<file path="config.mk">
export PLATFORM = sky130hd
export DESIGN_NAME = led_sequencer
export DESIGN_NICKNAME = d
export VERILOG_FILES = /design/src/rtl/led_seq_pkg.sv /design/src/rtl/led_sequencer_tick_prescaler.sv /design/src/rtl/led_sequencer.sv
export SDC_FILE = /design/constraint.sdc
export NUM_CORES = 1
export LEC_CHECK = 0
export ABC_AREA = 1
export BUFFER_PORTS_ARGS = -buffer_cell sky130_fd_sc_hd__buf_2
export CAP_MARGIN = 30
export CORE_MARGIN = 2
export CORE_UTILIZATION = 40
export DETAILED_ROUTE_END_ITERATION = 10
export SLEW_MARGIN = 20
export SYNTH_ARGS = -nofsm -noshare
export SYNTH_HDL_FRONTEND = slang
export SYNTH_SLANG_ARGS = --single-unit
</file>
<file path="constraint.sdc">
create_clock -name clk -period 2.6 [get_ports clk]
set_input_delay 0.39 -clock clk [delete_from_list [all_inputs] [get_ports clk]]
set_output_delay 0.39 -clock clk [all_outputs]
set_load 0.005 [all_outputs]
</file>
<file path="src/rtl/led_seq_pkg.sv">
// Shared types and default widths for the LED pattern sequencer.
package led_seq_pkg;

    localparam int LED_W = 3;
    localparam int DUR_W = 8;

    typedef enum logic [1:0] {
        IDLE,
        LOAD,
        RUN
    } state_t;

    typedef struct packed {
        logic [LED_W-1:0] pattern;
        logic [DUR_W-1:0] duration;
    } seq_entry_t;

endpackage

</file>
<file path="src/rtl/led_sequencer_tick_prescaler.sv">
// Free-running divider producing a one-cycle tick every TICK_DIV enabled cycles.
module tick_prescaler #(
    parameter int TICK_DIV = 4
) (
    input  logic clk,
    input  logic resetn,
    input  logic clr,
    input  logic en,
    output logic tick
);

    localparam int             CW   = $clog2(TICK_DIV);
    localparam logic [CW-1:0]  LAST = CW'(TICK_DIV - 1);

    logic [CW-1:0] cnt_q;

    always_ff @(posedge clk or negedge resetn) begin
        if (!resetn) begin
            cnt_q <= '0;
        end else if (clr) begin
            cnt_q <= '0;
        end else if (en) begin
            cnt_q <= (cnt_q == LAST) ? '0 : cnt_q + CW'(1);
        end
    end

    assign tick = en && !clr && (cnt_q == LAST);

endmodule

</file>
<file path="src/rtl/led_sequencer.sv">
// Plays a host-loaded table of (pattern, duration) steps onto the LED GPIO bank,
// once or looped, with start/stop control.
module led_sequencer
    import led_seq_pkg::*;
#(
    parameter int TICK_DIV   = 1_200_000,
    parameter int DEPTH      = 16,
    parameter int DUR_W      = led_seq_pkg::DUR_W,
    parameter int ACTIVE_LOW = 1
) (
    input  logic                       clk,
    input  logic                       resetn,
    input  logic                       cfg_valid,
    output logic                       cfg_ready,
    input  logic [$clog2(DEPTH)-1:0]   cfg_addr,
    input  logic [LED_W-1:0]           cfg_pattern,
    input  logic [DUR_W-1:0]           cfg_duration,
    input  logic [$clog2(DEPTH):0]     seq_len,
    input  logic                       loop_en,
    input  logic                       start,
    input  logic                       stop,
    output logic                       busy,
    output logic                       done,
    output logic [$clog2(DEPTH)-1:0]   step_idx,
    output logic [LED_W-1:0]           gpio
);

    localparam int AW = $clog2(DEPTH);
    localparam int LW = AW + 1;

    seq_entry_t         table_q [DEPTH];

    state_t             state_q;
    logic [LED_W-1:0]   led_q;
    logic [DUR_W-1:0]   dur_q;
    logic [DUR_W-1:0]   tcnt_q;
    logic [AW-1:0]      idx_q;
    logic [LW-1:0]      len_q;
    logic               lp_q;
    logic               done_q;
    logic               ready_q;

    logic               tick;
    logic [DUR_W-1:0]   dur_last;
    logic               step_end;
    logic               last_step;
    logic [LW-1:0]      len_d;

    // NOTE: the table has no reset; its contents are undefined until the host loads it.
    always_ff @(posedge clk) begin
        if (cfg_valid && ready_q) begin
            table_q[cfg_addr] <= '{pattern: cfg_pattern, duration: cfg_duration};
        end
    end

    tick_prescaler #(
        .TICK_DIV (TICK_DIV)
    ) u_prescaler (
        .clk    (clk),
        .resetn (resetn),
        .clr    (state_q == LOAD),
        .en     (state_q == RUN),
        .tick   (tick)
    );

    // A zero duration behaves as one tick, so the final tick index is max(dur,1)-1.
    always_comb begin
        dur_last  = (dur_q == '0) ? '0 : dur_q - DUR_W'(1);
        step_end  = (state_q == RUN) && tick && (tcnt_q == dur_last);
        last_step = (({1'b0, idx_q} + LW'(1)) == len_q);
        len_d     = (seq_len > LW'(DEPTH)) ? LW'(DEPTH) : seq_len;
    end

    // NOTE: all sequential state uses non-blocking assignments; later assignments in
    // the block (the stop override) take priority over the state-case updates.
    always_ff @(posedge clk or negedge resetn) begin
        if (!resetn) begin
            state_q <= IDLE;
            led_q   <= '0;
            dur_q   <= '0;
            tcnt_q  <= '0;
            idx_q   <= '0;
            len_q   <= '0;
            lp_q    <= 1'b0;
            done_q  <= 1'b0;
            ready_q <= 1'b0;
        end else begin
            done_q <= 1'b0;
            case (state_q)
                IDLE: begin
                    led_q   <= '0;
                    idx_q   <= '0;
                    ready_q <= 1'b1;
                    if (start && !stop && (seq_len != '0)) begin
                        len_q   <= len_d;
                        lp_q    <= loop_en;
                        state_q <= LOAD;
                        ready_q <= 1'b0;
                    end
                end
                LOAD: begin
                    led_q   <= table_q[idx_q].pattern;
                    dur_q   <= table_q[idx_q].duration;
                    tcnt_q  <= '0;
                    state_q <= RUN;
                end
                RUN: begin
                    if (tick) begin
                        tcnt_q <= tcnt_q + DUR_W'(1);
                    end
                    if (step_end) begin
                        if (!last_step) begin
                            idx_q   <= idx_q + AW'(1);
                            state_q <= LOAD;
                        end else if (lp_q) begin
                            idx_q   <= '0;
                            state_q <= LOAD;
                        end else begin
                            idx_q   <= '0;
                            done_q  <= 1'b1;
                            ready_q <= 1'b1;
                            state_q <= IDLE;
                        end
                    end
                end
                default: begin
                    state_q <= IDLE;
                end
            endcase

            if (stop && (state_q != IDLE)) begin
                state_q <= IDLE;
                led_q   <= '0;
                idx_q   <= '0;
                done_q  <= 1'b0;
                ready_q <= 1'b1;
            end
        end
    end

    assign cfg_ready = ready_q;
    assign busy      = (state_q != IDLE);
    assign done      = done_q;
    assign step_idx  = idx_q;
    assign gpio      = (ACTIVE_LOW != 0) ? ~led_q : led_q;

endmodule
</file>
# Word-level counts from Yosys, hierarchy flattened
# Memories as Yosys holds them, arrays and structs flattened.
# Index checks and enable logic that the tools add are counted.
# totals
mem_bits_rw	176
output_inout_bits	10
mem_count	1
ff_bits	54
# memory_table
memory	words	width	rd	rd_clocked_by_memory_dff	write_ports	line	rtl
table_q	16	11	1	0	1	led_sequencer.sv:31	seq_entry_t table_q [DEPTH];
# op_classes
muxes	32
n_eq_ne	10
n_bitwise	1
n_reduce_logical	22
magnitude_cmp	1
add_sub_neg	5
# op_table
cell	count
$mux W21	3
$add A21 B1 Y21 const B	1
$eq A21 B21 Y1 const B	1
$mux W8	2
$pmux W8 S2	1
$mux W1	14
$mux W4	3
$ne A3 B3 Y1 const B	4
$add A8 B1 Y8 const B	1
$eq A8 B8 Y1	1
$logic_and A1 B1 Y1	8
$logic_not A8 Y1	1
$pmux W4 S2	1
$reduce_and A2 Y1	4
$sub A8 B1 Y8 const B	1
$mux W2	3
$pmux W2 S3	1
$pmux W3 S2	1
$reduce_bool A3 Y1	2
$add A4 B1 Y5 const B	1
$eq A5 B5 Y1	1
$gt A5 B5 Y1 const B	1
$mux W5	1
$reduce_bool A5 Y1	1
11 further kinds	13

# Longest topological paths before layout
# Gate-level depths: netlist of the first run.
# logic_depth
word_depth	9
depth_mapped	15

# By module
# From an unflattened synthesis of the first run, not the netlist that was laid out.
# unflattened
hier_cells	982
area_unflattened_um2	10206.0
# modules_own_cells
mod	cells_per_inst	n_inst	area_per_inst_um2	seq_area_each_um2
led_sequencer	784	1	8808.4	6110.9
tick_prescaler	198	1	1397.6	525.5

# Worst setup path after synthesis of the first run
# Ideal clock, no wire load.
# synth_timing
path_type	register -> register
startpoint	register dur_q[0], read port of table_q
endpoint	register idx_q[1], in the netlist step_idx[1]
n_path_buf	0
arrival_ps	1741
setup_ps	118
path_stages_with_launch	16
t_required_ps	2482
synth_period_minus_slack_ps	1859
slack_ps	741
path_cell_list	dfrtp_1 > inv_1 > ha_1 > nand2_1 > nor2_1 > nand2_2 > nand2_1 > nand2_1 > nand2_1 > nand3_2 > nor2_2 > nand3_2 > nand2_4 > nand2_4 > nand2_1 > o21ai_2
# synth_via
elab_chain_cells	6
elab_cells_between_ends	7
cone_classes	add/sub: 1; eq/ne: 2; mux: 1; reduce/logical: 3
# synth_rtl
item	line	rtl
start, declared	led_sequencer.sv:35	logic [DUR_W-1:0] dur_q;
$sub A8 B1 Y8 / $logic_not A8 Y1 (equally long branches)	led_sequencer.sv:68	dur_last = (dur_q == '0) ? '0 : dur_q - DUR_W'(1);
$mux W8 (*)	led_sequencer.sv:68	
$eq A8 B8 Y1 (*)	led_sequencer.sv:69	step_end = (state_q == RUN) && tick && (tcnt_q == dur_last);
$logic_and A1 B1 Y1 (*)	led_sequencer.sv:69	
$ne A3 B3 Y1 (no source line) (*)	--	
$reduce_and A2 Y1 (no source line) (*)	--	
end signal, assigned	led_sequencer.sv:113	idx_q <= idx_q + AW'(1);
end, declared	led_sequencer.sv:37	logic [AW-1:0] idx_q;
# Every way passes the cells marked *; elsewhere a longest branch is shown, timed or not.
# A chain may end at the register's enable or synchronous reset.

# Worst setup path after layout of the first run
# Same ends and word-level chain as after synthesis.

==> results.json, run 1 <==
{
  "run_status": "finished clean",
  "finClkSkew_ps": 13.94,
  "p_leak_nw": 4.320,
  "cts_num_sinks": 230,
  "antenna_left": 0,
  "overflow": 0,
  "start_util_pct": 41.07,
  "slew_headroom_pct": 45.17,
  "synth_area_leader_cell": "edfxtp_1",
  "cp_data_arrival_time_ps": 2560,
  "drc": 0,
  "intPower_mw": 7.094,
  "cpLargestDelayFamily": "simple AND/OR/NAND/NOR gates",
  "dpl.hpwl_mm": 15.50,
  "drive_gt1_share_pct": 14.86,
  "drt-met1-wl_mm": 10.96,
  "power.density_nw_per_um2": 884.7,
  "syn-instance-count": 915,
  "cts_resized": 0,
  "p_clk_share_pct": 34.6,
  "ios": 36,
  "grt_max_degree": 89,
  "synth_area_per_cell_sq_um": 10.98,
  "postCtsSetupBuffers": 0,
  "final_nets": 1008,
  "die_h_um": 162.5,
  "rr_startpoint": "dur_q[0]",
  "syn2layout_area_growth_pct": 15.48,
  "multi_input_area_sq_um": 2992,
  "synth.area.top_cells": "edfxtp_1 53%, dfrtp_1 13%, nor2_1 6.1%, o21ai_0 5.3%, nand2_1 3.8%",
  "clk_latency_ps": 530,
  "hold_buffers": 0,
  "hold-worst-slack_ps": 4.488,
  "ys_ff_latch": 230,
  "syn-cell-area_sq_um": 10050,
  "crit_path_start": "dur_q[0]",
  "cap_viol_max_count": 0,
  "fillers": 2184,
  "tns_ps": 0,
  "seq_power_share_pct": 42.7,
  "place.gp.congestion": 0.8321,
  "dr.max_layer_used": "met4",
  "synth_cell_type_count": 41,
  "clk_path_buf_depth": 3,
  "cts_tree": "yes",
  "worst_pin_slew_ps": 821.6,
  "holdCritPathClass": "input port to asynchronous set/reset pin",
  "cp.buffers_inverters": 1,
  "worstSetupPathType": "flip-flop to flip-flop",
  "cts.clk_slew.worst_paths_ps": 60,
  "track_usage_pct": 18.56,
  "slowest_delay_ps": 400,
  "antenna_found_initial": 2,
  "finalSetupViolCount": 0,
  "ys_warn_count": 0,
  "dr_total_vias": 7061,
  "comb_power_share_pct": 22.7,
  "core_area_sq_um": 24460,
  "vias_per_cell": 5.370,
  "cp_common_cell": "nand2_1",
  "root_buffer": "clkbuf_16",
  "max_freq_mhz": 466.0,
  "cts_made_buffers": 24,
  "synth_nets": 950,
  "setup.worst_path.end_class": "flip-flop",
  "dieArea_sq_um": 26400,
  "crit_path_start_kind": "flip-flop",
  "ctsHtreeMaxLevel": 1,
  "dr_wl_met3_mm": 1.804,
  "rsz0062_at_grt": "false",
  "yosysMostFrequentCell": "edfxtp_1",
  "switching_share_pct": 30.89,
  "async_flop_share_pct": 23.48,
  "cp_max_fo": 9,
  "wirelength_mm": 24.36,
  "grt_first_pass_wirelength_mm": 37.96,
  "synth.cells.most_frequent": "176 x edfxtp_1, 163 x nor2_1, 106 x o21ai_0",
  "die_x_um": 162.5,
  "required_ps": 3010,
  "first_iter_violations": 679,
  "drt_first_pass_iters": 5,
  "fp-row-count": 57,
  "route.met2.wl_mm": 11.25,
  "synth_flop_cell": "edfxtp_1",
  "post-route-period-util_pct": 82.53,
  "wl_per_cell_um": 18.52,
  "yosysTopAreaCellShare_pct": 52.61,
  "synth.yosys.seq_area_share_pct": 66.06,
  "grt_pass1_vias": 6750,
  "synth_edf_count": 176,
  "portBuffers": 35,
  "finalMaxSlewViolations": 0,
  "final-hold-violation-count": 0,
  "cpMaxStageDelayCell": "dfrtp_1",
  "regArea_sq_um": 6638,
  "crit_chain": "inv_1 > ha_1 > nand2_1 > nor2_1 > nand2_2 > nand2_1 > nand2_1 > nand2_1 > nand3_2 > nor2_2 > nand3_2 > nand2_4 > nand2_4 > nand2_1 > o21ai_2",
  "period_needed_ps": 2146,
  "irDropWorstVdd_v": 0.0004985,
  "p_switching_mw": 3.170
}
-- state kept, by name, indices dropped and copies added, names as in the netlist --
signal / cells
cfg_ready: 1
table_q: 176
u_prescaler.cnt_q: 21
done: 1
tcnt_q: 8
len_q: 5
led_q: 3
dur_q: 8
state_q: 2
step_idx: 4
lp_q: 1
-- per-stage QoR --
stage	area (sq um)	worst slack, ps	power (mW)	util, %	cells
6_report	11600	454.2	10.26	47.42	1315
5_1_grt	11600	238.6	10.78	47.41	1314
4_1_cts	11600	448.4	10.33	47.40	1313
3_5_place_dp	10780	470.1	6.791	44.06	1271
3_3_place_gp	10780	528.8	6.752	44.06	1271
2_1_floorplan	10050	740.8	6.028	-	915
-- final cells by class --
type | count | area share, %
clock buffers | 30 | 5.457
repair buffers | 72 | 4.228
diodes | 2 | 0.04314
multi-input cells | 578 | 25.79
clock inverters | 12 | 1.585
inverters | 67 | 2.189
flip-flops and latches | 230 | 57.22
well taps | 324 | 3.494
-- cell families after synthesis --
group / Yosys count / synth area share, %
DFF: 230 / 66.06
AOI/OAI and AO/OA: 210 / 12.58
adders and majority gates: 9 / 1.121
and+or+nand+nor: 346 / 14.95
xor gates and xnor gates: 13 / 1.133
buffers and inverters: 107 / 4.160
-- metal layers --
layer | vias to the layer above | global-route usage [%]
met3 | 29 | 4.482
met5 | - | 0
met2 | 220 | 29.77
met1 | 3448 | 25.97
met4 | 0 | 3.660
li1 | 3364 | -
-- cells in the final DEF, fill, tap and decap left out, types with 9 or more instances in the layout --
master / netlist / layout
edfxtp_1: 176 / 176
nor2_1: 163 / 163
o21ai_0: 106 / 106
nand2_1: 101 / 101
inv_1: 55 / 55
dfrtp_1: 54 / 53
buf_2: 8 / 35
buf_4: 1 / 34
nand3_1: 33 / 33
o221ai_1: 28 / 28
clkbuf_16: 0 / 24
o22ai_1: 22 / 22
o21ai_1: 13 / 13
inv_2: 11 / 11
nor3_1: 11 / 11
a21oi_1: 11 / 11
a31oi_1: 11 / 11
nand4_1: 10 / 10
nor2_2: 9 / 9
ha_1: 9 / 9
-- path summary, 6_finish.rpt --
check	end	slack (ps)	cells past startpoint
min	u_prescaler.cnt_q[3]	4	2
min in group clk	lp_q	60	3
max in group asynchronous	step_idx[0]	2070	2
max reg2reg	step_idx[1]	450	15
min reg2reg	lp_q	490	2
max	step_idx[1]	450	15
-- worst register-to-register path, stage by stage (launching register included) --
cell and delay, ps:
dfrtp_1 400, inv_1 140, ha_1 280, nand2_1 70
nor2_1 160, nand2_2 150, nand2_1 90, nand2_1 40
nand2_1 60, nand3_2 70, nor2_2 100, nand3_2 110
nand2_4 120, nand2_4 100, nand2_1 90, o21ai_2 50
-- power groups by stage --
stage	Clock [mW]	Sequential (mW)	Combinational (mW)
after floorplan	0	4.40	1.63
after global placement	0	4.46	2.29
after detailed placement	0	4.46	2.33
after CTS	3.60	4.39	2.34
after global routing	3.74	4.41	2.63
final	3.55	4.39	2.33
Note: power is estimated with default switching activity, not from simulation.
==> run 2: changes to the inputs <==
- clock period: 2.6 -> 2.14 ns (I/O delays scaled with it)
==> results.json, run 2 (synthesis results as in run 1) <==
{
  "final-hold-violation-count": 0,
  "dr_total_vias": 7036,
  "worstSetupPathType": "flip-flop to flip-flop",
  "required_ps": 2550,
  "power.density_nw_per_um2": 1049,
  "comb_power_share_pct": 24.2,
  "antenna_left": 0,
  "finish.utilization_pct": 47.53,
  "track_usage_pct": 18.35,
  "cts_num_sinks": 230,
  "wirelength_mm": 23.85,
  "p_switching_mw": 3.806,
  "largest_register_ffs": 176,
  "period_needed_ps": 1937,
  "cts.clk_slew.worst_paths_ps": 60,
  "slowest_delay_ps": 370,
  "grt_use_met3_pct": 3.565,
  "switching_share_pct": 31.21,
  "p_clk_share_pct": 32.2,
  "syn2layout_area_growth_pct": 15.73,
  "ios": 36,
  "post-route-period-util_pct": 90.50,
  "holdCritPathClass": "input port to flip-flop",
  "dpl.hpwl_mm": 15.66,
  "crit_chain": "inv_1 > ha_2 > nand2_1 > nor2_4 > nand2_2 > nand2_1 > nand2_1 > nand2_1 > nand3_2 > nor2_2 > nand3_2 > nand2_4 > nand2_4 > nand2_1 > o21ai_2",
  "regMostFlops": "table_q",
  "core_area_sq_um": 24460,
  "cp_max_fo": 8,
  "drc": 0,
  "grt_max_degree": 69,
  "grt_pass1_vias": 6843,
  "postCtsSetupBuffers": 0,
  "irDropWorstVdd_v": 0.0005565,
  "setup.worst_path.end_class": "flip-flop",
  "final_common_cell": "edfxtp_1",
  "intPower_mw": 8.389,
  "cpLargestDelayFamily": "simple AND/OR/NAND/NOR gates",
  "fp-row-count": 57,
  "clk_latency_ps": 530,
  "die_h_um": 162.5,
  "portBuffers": 35,
  "finalMaxSlewViolations": 0,
  "top_regs": "table_q x176, u_prescaler.cnt_q x21",
  "cts_tree": "yes",
  "first_iter_violations": 805,
  "overflow": 0,
  "p_leak_nw": 4.330,
  "cts_made_buffers": 24,
  "fin_area_sq_um": 11630,
  "grt_first_pass_wirelength_mm": 37.60,
  "final_cell_mix": "176 x edfxtp_1, 162 x nor2_1, 105 x o21ai_0, 102 x nand2_1, 55 x inv_1",
  "worst_pin_slew_ps": 551.5,
  "run_status": "finished clean",
  "clk_path_buf_depth": 3,
  "cpMaxStageDelayCell": "dfrtp_1",
  "finClkSkew_ps": 17.05,
  "place.gp.congestion": 0.8179,
  "max_freq_mhz": 516.3,
  "top_usage_layer": "met2",
  "vias_per_cell": 5.310,
  "dieArea_sq_um": 26400,
  "grt_use_met2_pct": 30.19,
  "root_buffer": "clkbuf_16",
  "drt_first_pass_iters": 5,
  "final_nets": 1020,
  "slew_headroom_pct": 62.84,
  "wl_per_cell_um": 18.00,
  "cp_data_arrival_time_ps": 2350,
  "placed_area_sq_um": 10860,
  "cp_common_cell": "nand2_1",
  "use_met1_pct": 25.29,
  "die_x_um": 162.5,
  "finalSetupViolCount": 0,
  "ctsHtreeMaxLevel": 1,
  "cp.buffers_inverters": 1,
  "start_util_pct": 41.07,
  "crit_path_start_kind": "flip-flop",
  "antenna_found_initial": 3,
  "cap_viol_max_count": 0,
  "drive_gt1_share_pct": 15.40,
  "total_power_mw": 12.20,
  "seq_power_share_pct": 43.6
}
==> run 2: cell count changes in the layout (fill, tap and decap cells not counted), sizes merged <==
cell	change
clkinv	-2
bufinv	-3
clkinvlp	-1
nand2	+1
buf	+9
clkbuf	+5
dlygate4sd3	+2
diode	-1
==> run 2: repair_timing <==
| item | in CTS | in global routing |
|---|---|---|
| setup endpoints to repair | 0 | 7 |
| endpoints found under the hold margin | 13 | 0 |
| hold buffers | 2 | 0 |
| resized for setup | 0 | 6 |
==> run 2: path summary, 6_finish.rpt <==
path,startpoint,end,slack (ps),cells past startpoint
worst max-delay path,dur_q[1],step_idx[2],200,15
worst min-delay path,seq_len[3],len_q[3],40,2
worst max register to register,dur_q[1],step_idx[2],200,15
worst min register to register,lp_q,lp_q,500,2
max in group asynchronous,resetn,step_idx[0],1380,3
min in group asynchronous,resetn,u_prescaler.cnt_q[14],220,2
==> run 2: layout make-up <==
cell class	instances	area, sq um
diodes	1	2.502
clock buffers	35	661.9
clock inverters	6	63.81
fillers	2246	12840
inverters	67	254.0
multi-input cells	579	3010
flip-flops and latches	230	6638
well taps	324	405.4
repair buffers	83	590.6
==> run 2: through the flow <==
step | setup TNS, ps | std cells | hold WS (ps) | worst slack (ps)
2_1_floorplan | 0 | 915 | 25.41 | 280.8
3_5_place_dp | 0 | 1280 | 234.3 | 105.7
3_3_place_gp | 0 | 1280 | 233.3 | 163.4
6_report | 0 | 1325 | 36.30 | 203.3
5_1_grt | -11.16 | 1324 | 35.59 | -6.342
4_1_cts | 0 | 1323 | 22.14 | 96.30
==> run 2: per-layer routing <==
layer	vias to the layer above	wire [um]
met3	42	1686
met5	-	12
met2	218	11020
li1	3395	-
met1	3379	10550
met4	2	576
==> run 2: power groups by stage <==
stage	clock (mW)	sequential, mW	combinational, mW
after floorplan	0	5.35	1.98
after global routing	4.16	5.36	3.34
after CTS	3.99	5.32	2.95
final	3.93	5.32	2.95
after global placement	0	5.40	2.91
after detailed placement	0	5.41	2.94
==> run 3: changes to the inputs <==
- MAX_ROUTING_LAYER: unset -> met4
- SETUP_SLACK_MARGIN: unset -> 0.3
==> results.json, run 3 (synthesis results as in run 1) <==
{
  "whs_path_depth": 2,
  "finalMaxSlewViolations": 0,
  "p_clk_share_pct": 31.6,
  "reg2reg_depth": 11,
  "portBuffers": 35,
  "antenna_left": 0,
  "slowest_delay_ps": 440,
  "rr_endpoint": "step_idx[2]",
  "setup.worst_path.end_class": "flip-flop",
  "drive_gt1_share_pct": 20.45,
  "antenna_found_initial": 3,
  "core_area_sq_um": 24460,
  "finClkSkew_ps": 10.65,
  "regArea_sq_um": 6643,
  "intPower_mw": 8.810,
  "overflow": 0,
  "pre_cts_slack_ps": 109.7,
  "die_h_um": 162.5,
  "final-hold-violation-count": 0,
  "placed_area_sq_um": 10800,
  "cts_made_buffers": 25,
  "rsz0062_at_grt": "true",
  "clk_path_buf_depth": 3,
  "ios": 36,
  "irDropWorstVdd_v": 0.0006722,
  "power.density_nw_per_um2": 1072,
  "worstSetupPathType": "flip-flop to flip-flop",
  "cts_num_sinks": 230,
  "cp_data_arrival_time_ps": 2310,
  "cts.clk_slew.worst_paths_ps": 60,
  "hold_start": "seq_len[3]",
  "cp_max_fo": 8,
  "finalSetupViolCount": 0,
  "slew_headroom_pct": 72.14,
  "crit_chain": "nand4_1 > nor2_2 > nand3_4 > nor2_4 > nand3_2 > nor2_2 > nand3_2 > nand2_4 > nand2_8 > nand2_2 > o21ai_2",
  "regMostFlops": "table_q",
  "final_cell_mix": "176 x edfxtp_1, 159 x nor2_1, 100 x o21ai_0, 93 x nand2_1, 56 x buf_4",
  "dpl.hpwl_mm": 15.00,
  "p_switching_mw": 4.134,
  "drt_first_pass_iters": 5,
  "vias_per_cell": 5.325,
  "grt_first_pass_wirelength_mm": 38.94,
  "wirelength_mm": 25.41,
  "grt_max_degree": 71,
  "crit_path_start_kind": "flip-flop",
  "worst_pin_slew_ps": 416.3,
  "track_usage_pct": 19.47,
  "wl_per_cell_um": 18.82,
  "p_leak_nw": 4.537,
  "die_x_um": 162.5,
  "syn2layout_area_growth_pct": 20.20,
  "cts_tree": "yes",
  "cap_viol_max_count": 0,
  "required_ps": 2570,
  "dr_total_vias": 7189,
  "tns_ps": 0,
  "multi_input_area_sq_um": 3168,
  "drc": 0,
  "run_status": "finished clean",
  "switching_share_pct": 31.94,
  "post-route-period-util_pct": 87.96,
  "place.gp.congestion": 0.8165,
  "comb_power_share_pct": 27.2,
  "grt_pass1_vias": 7000,
  "top_regs": "table_q x176, u_prescaler.cnt_q x21",
  "setup_ws_ps": 257.6,
  "fp-row-count": 57,
  "cp.buffers_inverters": 0,
  "start_util_pct": 41.07,
  "dieArea_sq_um": 26400,
  "cpMaxStageDelayCell": "dfrtp_1",
  "seq_power_share_pct": 41.2,
  "root_buffer": "clkbuf_16",
  "fillers": 2187,
  "rr_startpoint": "u_prescaler.cnt_q[9]",
  "max_freq_mhz": 531.2,
  "first_iter_violations": 719,
  "holdCritPathClass": "input port to flip-flop",
  "ctsHtreeMaxLevel": 1,
  "period_needed_ps": 1882,
  "largest_register_ffs": 176,
  "final_common_cell": "edfxtp_1",
  "reg2reg_setup_slack_ps": 260,
  "final_nets": 1042,
  "hold_end": "len_q[3]",
  "clk_latency_ps": 530,
  "fin_area_sq_um": 12080,
  "cpLargestDelayFamily": "simple AND/OR/NAND/NOR gates"
}
-- run 3: what timing repair did --
item / 4_1_cts / 5_1_grt
resized for setup: 18 / 37
hold endpoints to repair: 55 / 0
hold buffers: 2 / 0
buffers inserted: 17 / 11
endpoints found under the setup margin: 12 / 29
gates cloned: 1 / 3
pin swaps: 9 / 17
-- run 3: routing by layer --
layer | track usage, % | up-vias | part of all wire [%]
met4 | 4.224 | 0 | 2.2
li1 | - | 3448 | -
met2 | 30.08 | 214 | 46
met5 | - | - | 0
met1 | 26.75 | 3482 | 45
met3 | 4.125 | 45 | 6.9
-- run 3: area by class of cell --
type / instances / share of cell area, %
antenna: 4 / 0.08289
clock buffer: 31 / 5.367
clock inverter: 11 / 0.9533
inverter: 67 / 2.103
multi-input combinational: 579 / 26.24
sequential: 230 / 55.01
tap: 324 / 3.357
timing repair buffer: 104 / 6.890
-- run 3: metrics by stage --
step	utilization (%)	hold WS [ps]	std cells	power [mW]
floorplan	-	25.41	915	7.327
global placement	44.15	344.7	1270	8.319
detailed placement	44.15	348.6	1270	8.360
CTS	48.11	10.52	1332	12.69
global route	49.35	17.55	1349	13.59
finish	49.36	20.37	1350	12.94
-- run 3: power groups by stage --
stage	clock network [mW]	registers, mW	logic [mW]
6_report	4.10	5.33	3.52
4_1_cts	4.17	5.32	3.20
5_1_grt	4.34	5.36	3.89
2_1_floorplan	0	5.35	1.98
3_5_place_dp	0	5.42	2.94
3_3_place_gp	0	5.41	2.91
-- run 3: worst max-delay path by stage --
stage	cells after the start	endpoint	from	slack, ps
after global routing	11	state_q[1]	u_prescaler.cnt_q[9]	160
after detailed placement	15	step_idx[2]	dur_q[1]	110
final	11	step_idx[2]	u_prescaler.cnt_q[9]	260
after CTS	14	step_idx[2]	u_prescaler.cnt_q[0]	250
after global placement	15	step_idx[2]	dur_q[1]	200
after floorplan	15	step_idx[1]	dur_q[0]	300
